--- config.mk ---
export PLATFORM = sky130hd
export DESIGN_NAME = vec_pack_q8
export DESIGN_NICKNAME = d
export VERILOG_FILES = /design/src/rtl/vec_pkg.sv /design/src/rtl/vec_pack_q8.sv
export SDC_FILE = /design/constraint.sdc
export NUM_CORES = 1
export LEC_CHECK = 0
export ABC_AREA = 1
export BUFFER_PORTS_ARGS = -buffer_cell sky130_fd_sc_hd__buf_2
export CELL_PAD_IN_SITES_DETAIL_PLACEMENT = 1
export CELL_PAD_IN_SITES_GLOBAL_PLACEMENT = 1
export CORE_MARGIN = 4
export CORE_UTILIZATION = 39
export DETAILED_ROUTE_END_ITERATION = 10
export HOLD_SLACK_MARGIN = 0.02
export PLACE_DENSITY = 0.8
export SYNTH_ARGS = -nofsm -noshare
export SYNTH_HDL_FRONTEND = slang
export SYNTH_SLANG_ARGS = --single-unit
--- constraint.sdc ---
create_clock -name clk -period 8.2 [get_ports clk]
set_clock_uncertainty 0.1 [all_clocks]
set_input_delay 1.23 -clock clk [delete_from_list [all_inputs] [get_ports clk]]
set_output_delay 1.23 -clock clk [all_outputs]
set_load 0.02 [all_outputs]
--- src/rtl/vec_pkg.sv ---
// Shared widths and lane type for the Q8.8 vector packer.
package vec_pkg;

  localparam int unsigned LANES_DEF  = 8;
  localparam int unsigned LANE_W_DEF = 16;
  localparam int unsigned FRAC_W_DEF = 8;
  localparam int unsigned IN_W       = 8;
  localparam int unsigned VCNT_W     = 16;

  typedef logic [15:0] lane_t;

endpackage

--- src/rtl/vec_pack_q8.sv ---
// Packs unsigned bytes into a vector of Q8.8 lanes with a one-deep output slot.
// Optional feature: define VEC_PACK_FLUSH_EN to add a flush port that emits a
// partially filled vector with the unfilled lanes zeroed.
module vec_pack_q8
  import vec_pkg::*;
#(
  parameter int unsigned LANES  = LANES_DEF,
  parameter int unsigned LANE_W = LANE_W_DEF,
  parameter int unsigned FRAC_W = FRAC_W_DEF,
  localparam int unsigned CNT_W = (LANES > 1) ? $clog2(LANES) : 1,
  localparam int unsigned VEC_W = LANES * LANE_W
) (
  input  logic              clk,
  input  logic              rst,
  input  logic [IN_W-1:0]   in_data,
  input  logic              in_valid,
  output logic              in_ready,
`ifdef VEC_PACK_FLUSH_EN
  input  logic              flush,
`endif
  output logic [VEC_W-1:0]  out_vec,
  output logic              out_valid,
  input  logic              out_ready,
  output logic [CNT_W-1:0]  lane_cnt,
  output logic [VCNT_W-1:0] vec_cnt
);

  localparam logic [CNT_W-1:0] LAST_LANE = CNT_W'(LANES - 1);

  logic [LANES-1:0][LANE_W-1:0] asm_q, asm_d, asm_nxt;
  logic [CNT_W-1:0]             lane_cnt_q, lane_cnt_d;
  logic [VEC_W-1:0]             out_vec_q, out_vec_d;
  logic                         out_valid_q, out_valid_d;
  logic [VCNT_W-1:0]            vec_cnt_q, vec_cnt_d;
  logic                         flush_pend_q, flush_pend_d;

  logic consume, slot_free, last_lane, accept, full, flush_go, emit;

  // Handshake decode, assembly update and output slot next-state.
  always_comb begin
    consume   = out_valid_q && out_ready;
    slot_free = !out_valid_q || out_ready;
    last_lane = (lane_cnt_q == LAST_LANE);
    in_ready  = !(last_lane && out_valid_q && !out_ready) && !flush_pend_q;
    accept    = in_valid && in_ready;
    full      = accept && last_lane;
`ifdef VEC_PACK_FLUSH_EN
    flush_go  = (flush || flush_pend_q) && (lane_cnt_q != '0);
`else
    flush_go  = 1'b0;
`endif
    emit      = full || (flush_go && slot_free);

    asm_nxt = asm_q;
    if (accept) begin
      asm_nxt[lane_cnt_q] = LANE_W'(LANE_W'(in_data) << FRAC_W);
    end

    asm_d        = asm_nxt;
    lane_cnt_d   = lane_cnt_q;
    out_vec_d    = out_vec_q;
    out_valid_d  = out_valid_q;
    flush_pend_d = flush_pend_q;
    vec_cnt_d    = consume ? vec_cnt_q + VCNT_W'(1) : vec_cnt_q;

    if (emit) begin
      // Cleared buffer keeps lanes past a flushed partial vector at zero.
      out_vec_d    = asm_nxt;
      out_valid_d  = 1'b1;
      asm_d        = '0;
      lane_cnt_d   = '0;
      flush_pend_d = 1'b0;
    end else begin
      if (accept) begin
        lane_cnt_d = lane_cnt_q + CNT_W'(1);
      end
      if (consume) begin
        out_valid_d = 1'b0;
      end
      if (flush_go) begin
        flush_pend_d = 1'b1;
      end
    end
  end

  // State registers with asynchronous reset discarding all held data.
  always_ff @(posedge clk or posedge rst) begin
    if (rst) begin
      asm_q        <= '0;
      lane_cnt_q   <= '0;
      out_vec_q    <= '0;
      out_valid_q  <= 1'b0;
      vec_cnt_q    <= '0;
      flush_pend_q <= 1'b0;
    end else begin
      asm_q        <= asm_d;
      lane_cnt_q   <= lane_cnt_d;
      out_vec_q    <= out_vec_d;
      out_valid_q  <= out_valid_d;
      vec_cnt_q    <= vec_cnt_d;
      flush_pend_q <= flush_pend_d;
    end
  end

  assign out_vec   = out_vec_q;
  assign out_valid = out_valid_q;
  assign lane_cnt  = lane_cnt_q;
  assign vec_cnt   = vec_cnt_q;

endmodule

* Word-level counts from Yosys, hierarchy flattened
Index checks and enable logic that the tools add are counted.
** Storage, ports and cells
- Logic and storage cells :: 36
- Register bits :: 276
- Input port bits :: 12
- Output and inout port bits :: 149
** Cells by class
- Eq/ne operators :: 1
- $lt $le $gt $ge :: 2
- $add $sub $neg :: 2
- Reduce and logical (&&, ||, !) cells :: 10
- Mux-type cells :: 9
** Operators by type and width (count)
- $mux 128 :: 2
- $bwmux 128 :: 1
- $demux 16 s3 :: 1
- $add 16x1->16 const B :: 1
- $mux 16 :: 1
- $logic_and 1x1->1 :: 6
- $mux 3 :: 2
- $lt 3x4->1 const B :: 1
- $reduce_bool 2->1 :: 2
- $add 3x1->3 const B :: 1
- $eq 3x3->1 const B :: 1
- $ge 3x1->1 const B :: 1
- $logic_not 1->1 :: 2
- $mux 1 :: 2

* Longest topological paths before layout
Gate-level depths: netlist of the first run.
- Depth after elaboration :: 7
- Depth in mapped cells :: 12
- Gate-level depth less buffers :: 9

* Least setup slack after synthesis of the first run
No wires, ideal clock.
- Path kind :: input port to output port
- Start point :: input out_ready
- End point :: output in_ready
- Cell stages on the path :: 3
- Path slack :: 5.212 ns
- Arrival :: 1.658 ns
- Cell sequence :: inv_1 nand3_2 buf_4
** On the way
- Cells in the longest elaborated chain, start to end :: 3
** Ends and longest elaborated chain
- start, declared :: RTL line vec_pack_q8.sv:23 : input logic out_ready,
- $logic_not 1->1 :: RTL line vec_pack_q8.sv:44 : in_ready = !(last_lane && out_valid_q && !out_ready) && !flush_pend_q;
- $logic_and 1x1->1 :: RTL line vec_pack_q8.sv:44
- $logic_not 1->1 :: RTL line vec_pack_q8.sv:44
- end, declared :: RTL line vec_pack_q8.sv:17 : output logic in_ready,
Every way passes these cells.

* Final worst setup path of the first run
- Start point :: register lane_cnt_q[0] (netlist: lane_cnt[0])
- End point :: register out_vec_q[14] (netlist: out_vec[14])
** On the way
- Cells in the longest elaborated chain, start to end :: 6
** Ends and longest elaborated chain
- start, declared :: RTL line vec_pack_q8.sv:31 : logic [CNT_W-1:0] lane_cnt_q, lane_cnt_d;
- start signal, assigned :: RTL line vec_pack_q8.sv:97 : lane_cnt_q <= lane_cnt_d;
- $lt 3x4->1 (implied by the code) (tied with other cells) :: RTL line vec_pack_q8.sv:56 : asm_nxt[lane_cnt_q] = LANE_W'(LANE_W'(in_data) << FRAC_W);
- $logic_and 1x1->1, on equally long branches :: RTL line vec_pack_q8.sv:56, vec_pack_q8.sv:44
- $mux 16 (implied by the code) / $logic_and 1x1->1 (equally long branches) :: RTL line vec_pack_q8.sv:56, vec_pack_q8.sv:44
- $demux 16 s3 / $logic_not 1->1 (equally long branches) :: RTL line vec_pack_q8.sv:56, vec_pack_q8.sv:44
- $bwmux 128 / $logic_and 1x1->1 (equally long branches) :: RTL line vec_pack_q8.sv:56, vec_pack_q8.sv:45
- $mux 128 / $logic_and 1x1->1 (equally long branches) :: RTL line vec_pack_q8.sv:55, vec_pack_q8.sv:46
- end signal, assigned :: RTL line vec_pack_q8.sv:98 : out_vec_q <= out_vec_d;
- end, declared :: RTL line vec_pack_q8.sv:32 : logic [VEC_W-1:0] out_vec_q, out_vec_d;
Several ways; a longest one is shown, not always the timed one.
A chain may end at the register's enable or synchronous reset.

==> reports/metrics.csv, run 1 <==
stage,metric,value,unit
global_route,first-pass GRT wire length,48600,µm
global_route,initial antenna violation count,3,
finish,Finished Core Util,47.1,%
placed_design,PortBufs,160,
cts,Num CTS Buffers,30,
setup_path,crit path cell chain,ha_1 > ha_1 > nand2_1 > nor2_2 > nor2_4 > nand2_8 > inv_6 > buf_4 > nand3_1 > nand2_1,
routing,number of remaining DRC errors,0,
power_and_ir_drop,fraction of power consumed by sequential logic,42.5,%
setup_path,crit-path leading delay family,buffers and inverters,
setup_path,CP Data Required Time,8.57,ns
synthesis,Synth top area share,62.1,%
routing,DRT Wirelength,29600,µm
power_and_ir_drop,combinational power share,26.0,%
timing,fin crit period,4.41,ns
timing,# setup viols final,0,
setup_path,crit path kind,reg -> reg,
cts,post_cts resized,0,
cts,clock sink count,276,
cts,clock-pin slew on the worst setup and hold paths,0.06,ns
finish,Area Growth Syn to Fin,18.4,%
synthesis,Synth async-reset ratio,100,%
timing,period utilization,53.8,%
power_and_ir_drop,Psw,1.52,mW
timing,"Slew Viols, Final",0,
power_and_ir_drop,clock power share,31.5,%
setup_path,crit-path max cell delay,1.03,ns
floorplan,DIE AREA,31300,µm²
synthesis,post-synth cell types,26,
synthesis,Avg Synthesized Cell Area,8.89,µm²
timing,RSZ-0062 raised after global routing,no,
setup_path,crit path launch type,flip-flop,
floorplan,Die H,177,µm
synthesis,cell count after synthesis,1251,
power_and_ir_drop,switching power share of the total,34.9,%
floorplan,num rows,61,
cts,Clk Tree Root Cell,clkbuf_16,
cts,postcts setup bufs,0,
floorplan,Core ar.,27900,µm²
setup_path,Worst Path Buf+Inv,2,
synthesis,Yosys warnings,0,
finish,Nets,1403,
synthesis,cell taking the most area after synthesis,dfrtp_1,
power_and_ir_drop,maximum VDD drop,152,µV
timing,Slew @ Worst Pin,1.10,ns
global_route,number of global-route vias before repair,9063,
timing,Final TNS setup,0,ns
routing,vias,8819,
setup_path,"Max FO, Critical Path",195,
power_and_ir_drop,Tot Pwr,4.37,mW
placed_design,gpl congestion,0.762,
global_route,gr usage total,19.1,%
routing,Initial DRC Count,554,
setup_path,slowest CP cell,inv_6,
synthesis,Area contributors post-synth,"dfrtp_1 (62%), nand2_1 (15%), nand3_1 (5.6%)",
power_and_ir_drop,leakage power,7.21,nW
synthesis,"Net Count, Synth",1266,
cts,Skew-Pair Late Insertion Delay,0.54,ns
setup_path,CP Capture Type,flip-flop,
timing,Slew headroom,26.5,%
synthesis,synthesized cell area,11100,µm²
placed_design,hpwl dp,18600,µm
routing,DR vias/cell,4.92,
floorplan,die width,177,µm
outcome,status,"finished, final reports clean",
synthesis,Most used DFF post-synth,dfrtp_1,
power_and_ir_drop,Pwr per Cell Area,332,nW/µm²
timing,Final Hold Fails,0,
synthesis,Synth Register Bits,276,
min_path,Hold Path Class,reg -> reg,
setup_path,arrival time at the worst endpoint,4.78,ns
floorplan,Starting Density,39.8,%
cts,H-tree depth,1,
global_route,GRT Residual Overflow,0,
synthesis,"Seq/Total Area, Yosys",62.1,%
routing,DR pass1 iterations,4,
floorplan,IO Count,161,
cts,CTS max path bufs,3,
cts,CTS tree,done,
setup_path,r2r setup slk,3.79,ns
finish,layout cells sized above 1,16.9,%
global_route,largest net degree at the start of global routing,196,
job,MaxCap Viol Count,0,
routing,Avg WL per Cell,16.5,µm
timing,Max Clk Rate,227,MHz
cts,count of hold-fix buffers inserted at cts,0,
synthesis,Post-synth EDFFs,0,
timing,worst hold margin,0.376,ns
power_and_ir_drop,Internal Power,2.84,mW
routing,remaining antenna violation count,0,
[routing by layer]
metal | up-vias | share of wire, % | track usage, %
met3 | 46 | 5.6 | 4.04
met5 | - | 0 | 0
li1 | 4191 | - | -
met1 | 4405 | 44 | 26.0
met2 | 177 | 48 | 31.6
met4 | 0 | 2.0 | 4.45
[logic make-up after synthesis]
family,Yosys count,share of synthesized area [%]
buffers and inverters,140,5.45
flip-flops,276,62.1
AO/OA/AOI/OAI,84,3.96
AND/OR/NAND/NOR,739,27.4
adder cells (fa/ha/maj),3,0.338
XOR/XNOR,9,0.709
[power groups by stage]
| stage | Combinational, mW | Sequential (mW) | Clock (mW) |
|---|---|---|---|
| 2_1_floorplan | 0.629 | 2.01 | 0 |
| 3_3_place_gp | 1.09 | 1.87 | 0 |
| 3_5_place_dp | 1.15 | 1.88 | 0 |
| 4_1_cts | 1.16 | 1.86 | 1.40 |
| 5_1_grt | 1.30 | 1.90 | 1.47 |
| 6_report | 1.13 | 1.86 | 1.38 |
[area by class of cell]
cell class / instances / area [µm²]
clock inverters: 16 / 170
flip-flops and latches: 276 / 6910
inverters: 79 / 305
diodes: 3 / 7.51
clock buffers: 39 / 846
repair buffers: 166 / 846
fillers: 3358 / 14800
well taps: 378 / 473
multi-input cells: 835 / 3610
[registers in the layout, indices dropped and copies added, names as in the netlist]
register and cells:
asm_q 128, out_vec 128, vec_cnt 16, lane_cnt 3
out_valid 1
[path summary, 6_finish.rpt]
| check | start | endpoint | cells after the start |
|---|---|---|---|
| setup / recovery | lane_cnt[0] | out_vec[14] | 10 |
| hold / removal | out_vec[25] | out_vec[25] | 2 |
| setup reg to reg | lane_cnt[0] | out_vec[14] | 10 |
| hold reg to reg | out_vec[25] | out_vec[25] | 2 |
| max in group asynchronous | rst | asm_q[108] | 4 |
| min in group asynchronous | rst | vec_cnt[7] | 2 |
[cell usage in the layout (no fill, tap or decap), types with 5 or more instances in the layout]
cell,count
inv_1,72
nand3_1,124
o21ai_0,68
buf_4,6
a21oi_1,8
nor2_1,132
nand3_2,6
xnor2_1,5
nand4_1,12
nor2_2,5
dfrtp_1,276
buf_2,160
nand2_1,453
clkinv_2,8
o21bai_1,8
clkbuf_16,31
[cell usage after synthesis (all sizes together), types with 5 or more instances]
library cell	n
nand2	455
dfrtp	276
nor2	140
nand3	130
inv	78
o21ai	68
buf	50
nand4	12
clkbuf	11
a21oi	8
o21bai	8
xnor2	5
[per-stage QoR]
stage / std cells / setup slack, ns / instance area, µm²
6_report: 1792 / 3.79 / 13200
5_1_grt: 1792 / 3.41 / 13200
4_1_cts: 1789 / 3.75 / 13200
3_5_place_dp: 1734 / 3.63 / 12100
3_3_place_gp: 1734 / 3.77 / 12100
2_1_floorplan: 1251 / 3.22 / 11100
[worst reg2reg max path, stage by stage (launching register included)]
cell	delay [ns]
dfrtp_1	0.61
ha_1	0.33
ha_1	0.29
nand2_1	0.12
nor2_2	0.05
nor2_4	0.14
nand2_8	0.59
inv_6	1.12
buf_4	0.68
nand3_1	0.22
nand2_1	0.10
No activity file was read; power rests on OpenSTA's default activity.
==> run 2, diff against run 1 <==
==> constraint.sdc (replaced) <==
create_clock -name clk -period 3.6 [get_ports clk]
set_clock_uncertainty 0.1 [all_clocks]
set_input_delay 0.54 -clock clk [delete_from_list [all_inputs] [get_ports clk]]
set_output_delay 0.54 -clock clk [all_outputs]
set_load 0.02 [all_outputs]
==> run 2 against run 1 <==
Sequential power is 130% higher. Worst hold slack worse by 0.11 ns. Sequential share of layout area is 0.31 points lower. Wire length hardly changed. Global-route usage is 0.18 points higher. Setup slack worse by 3.3 ns. Clock-buffer cell count is 6 higher. Total power is 120% higher. Critical path type is now reg -> out.
==> reports/metrics.csv, run 2 (synthesis results as in run 1) <==
stage,metric,value,unit,change
routing,vias,8777,,was 8819
floorplan,IO Count,161,,unchanged
routing,number of remaining DRC errors,0,,unchanged
global_route,number of global-route vias before repair,9431,,was 9063
global_route,GRT Residual Overflow,0,,unchanged
power_and_ir_drop,combinational power share,26.9,%,was 26.0%
routing,DR vias/cell,4.89,,was 4.92
routing,Initial DRC Count,511,,was 554
power_and_ir_drop,fraction of power consumed by sequential logic,42.8,%,was 42.5%
global_route,gr usage total,19.3,%,was 19.1%
floorplan,die width,177,µm,unchanged
floorplan,Starting Density,39.8,%,unchanged
routing,DR pass1 iterations,4,,unchanged
finish,Finished Core Util,47.4,%,was 47.1%
timing,Slew @ Worst Pin,0.828,ns,was 1.10 ns
cts,Clk Tree Root Cell,clkbuf_16,,unchanged
job,MaxCap Viol Count,0,,unchanged
floorplan,num rows,61,,unchanged
timing,Slew headroom,44.8,%,was 26.5%
finish,final std cells w/o fill,1795,,was 1792
power_and_ir_drop,Psw,3.39,mW,was 1.52 mW
cts,CTS tree,done,,unchanged
placed_design,PortBufs,160,,unchanged
timing,Final TNS setup,0,ns,unchanged
finish,Nets,1409,,was 1403
outcome,status,"finished, final reports clean",,unchanged
power_and_ir_drop,Tot Pwr,9.81,mW,was 4.37 mW
cts,Skew-Pair Late Insertion Delay,0.54,ns,about the same
finish,Fillers,3361,,was 3358
timing,period utilization,87.4,%,
global_route,largest net degree at the start of global routing,195,,was 196
finish,Area Growth Syn to Fin,19.1,%,was 18.4%
cts,CTS max path bufs,3,,unchanged
finish,layout cells sized above 1,16.8,%,was 16.9%
placed_design,cell count after placement,1740,,was 1734
timing,# setup viols final,0,,unchanged
timing,RSZ-0062 raised after global routing,no,,unchanged
cts,postcts setup bufs,0,,unchanged
cts,clock-pin slew on the worst setup and hold paths,0.06,ns,about the same
power_and_ir_drop,clock power share,30.4,%,was 31.5%
global_route,first-pass GRT wire length,49600,µm,was 48600 µm
placed_design,hpwl dp,18800,µm,was 18600 µm
setup_path,crit path kind,reg -> out,,was reg -> reg
setup_path,CP Capture Type,primary output,,was flip-flop
routing,remaining antenna violation count,0,,unchanged
timing,fin crit period,3.14,ns,
timing,"Slew Viols, Final",0,,unchanged
floorplan,DIE AREA,31300,µm²,unchanged
routing,DRT Wirelength,29600,µm,about the same
floorplan,Core ar.,27900,µm²,unchanged
power_and_ir_drop,Internal Power,6.41,mW,was 2.84 mW
cts,clock sink count,276,,unchanged
cts,Num CTS Buffers,29,,was 30
finish,"most common cell after layout, fill and taps aside",nand2_1,,unchanged
setup_path,"Max FO, Critical Path",16,,was 195
floorplan,Die H,177,µm,unchanged
setup_path,CP Data Required Time,2.96,ns,was 8.57 ns
placed_design,gpl congestion,0.799,,was 0.762
timing,worst hold margin,0.270,ns,was 0.376 ns
finish,most frequent cells in the layout,"nand2_1 (453), dfrtp_1 (276), buf_2 (160), nor2_1 (132), nand3_1 (124)",,unchanged
setup_path,crit path launch type,flip-flop,,unchanged
finish,Register Area,6910,µm²,unchanged
min_path,Hold Path Class,in -> reg,,was reg -> reg
cts,H-tree depth,1,,unchanged
timing,Max Clk Rate,318,MHz,
timing,Final Hold Fails,0,,unchanged
setup_path,arrival time at the worst endpoint,2.50,ns,was 4.78 ns
power_and_ir_drop,Pwr per Cell Area,741,nW/µm²,was 332 nW/µm²
power_and_ir_drop,switching power share of the total,34.6,%,was 34.9%
routing,Avg WL per Cell,16.5,µm,about the same
global_route,initial antenna violation count,2,,was 3
power_and_ir_drop,leakage power,7.25,nW,was 7.21 nW
power_and_ir_drop,maximum VDD drop,337,µV,was 152 µV
finish,multi-input logic area,3610,µm²,unchanged
run 2: what timing repair did:
item / CTS / global route
hold buffers: 1 / 0
gates resized for setup: 0 / 0
endpoints found under the hold margin: 21 / 0
run 2: final timing paths:
path	start	end	slack, ns	cells past startpoint
max	lane_cnt[1]	in_ready	0.46	4
max reg2reg	lane_cnt[1]	out_vec[32]	0.63	6
min reg2reg	out_vec[123]	out_vec[123]	0.37	2
max in group asynchronous	rst	asm_q[79]	1.95	4
min in group asynchronous	rst	out_vec[120]	0.56	3
min	out_ready	out_valid	0.27	4
run 2: final cells by class:
| type | count | area share [%] |
|---|---|---|
| Tap cell | 378 | 3.57 |
| Multi-Input combinational cell | 835 | 27.3 |
| Clock inverter | 7 | 0.661 |
| Inverter | 79 | 2.31 |
| Timing Repair Buffer | 173 | 7.46 |
| Antenna cell | 2 | 0.0378 |
| Sequential cell | 276 | 52.1 |
| Clock buffer | 45 | 6.54 |
run 2: stage by stage:
step                setup WS [ns]  instance area, µm²
detailed placement          0.706               12300
floorplan                  -0.691               11100
finish                      0.455               13200
global placement            0.811               12300
CTS                         0.461               13200
global route                0.319               13200
run 2: metal layers:
metal | GRT usage, % | vias up | routed length, µm
met3 | 4.12 | 39 | 1720
met5 | 0 | - | 0
met4 | 4.42 | 0 | 517
met1 | 25.7 | 4368 | 12900
met2 | 32.5 | 171 | 14400
li1 | - | 4199 | -
run 2: power by group through the flow:
| stage | sequential, mW | combinational (mW) | clock [mW] |
|---|---|---|---|
| 2_1_floorplan | 4.57 | 1.43 | 0 |
| 3_3_place_gp | 4.21 | 2.54 | 0 |
| 3_5_place_dp | 4.24 | 2.65 | 0 |
| 4_1_cts | 4.20 | 2.69 | 3.07 |
| 5_1_grt | 4.29 | 3.01 | 3.22 |
| 6_report | 4.19 | 2.63 | 2.98 |
run 2: critical path, cell delays in order (launching register included):
cell and delay, ns:
dfrtp_1 0.62, ha_1 0.23, ha_1 0.33, nand3_2 0.45
buf_2 0.34
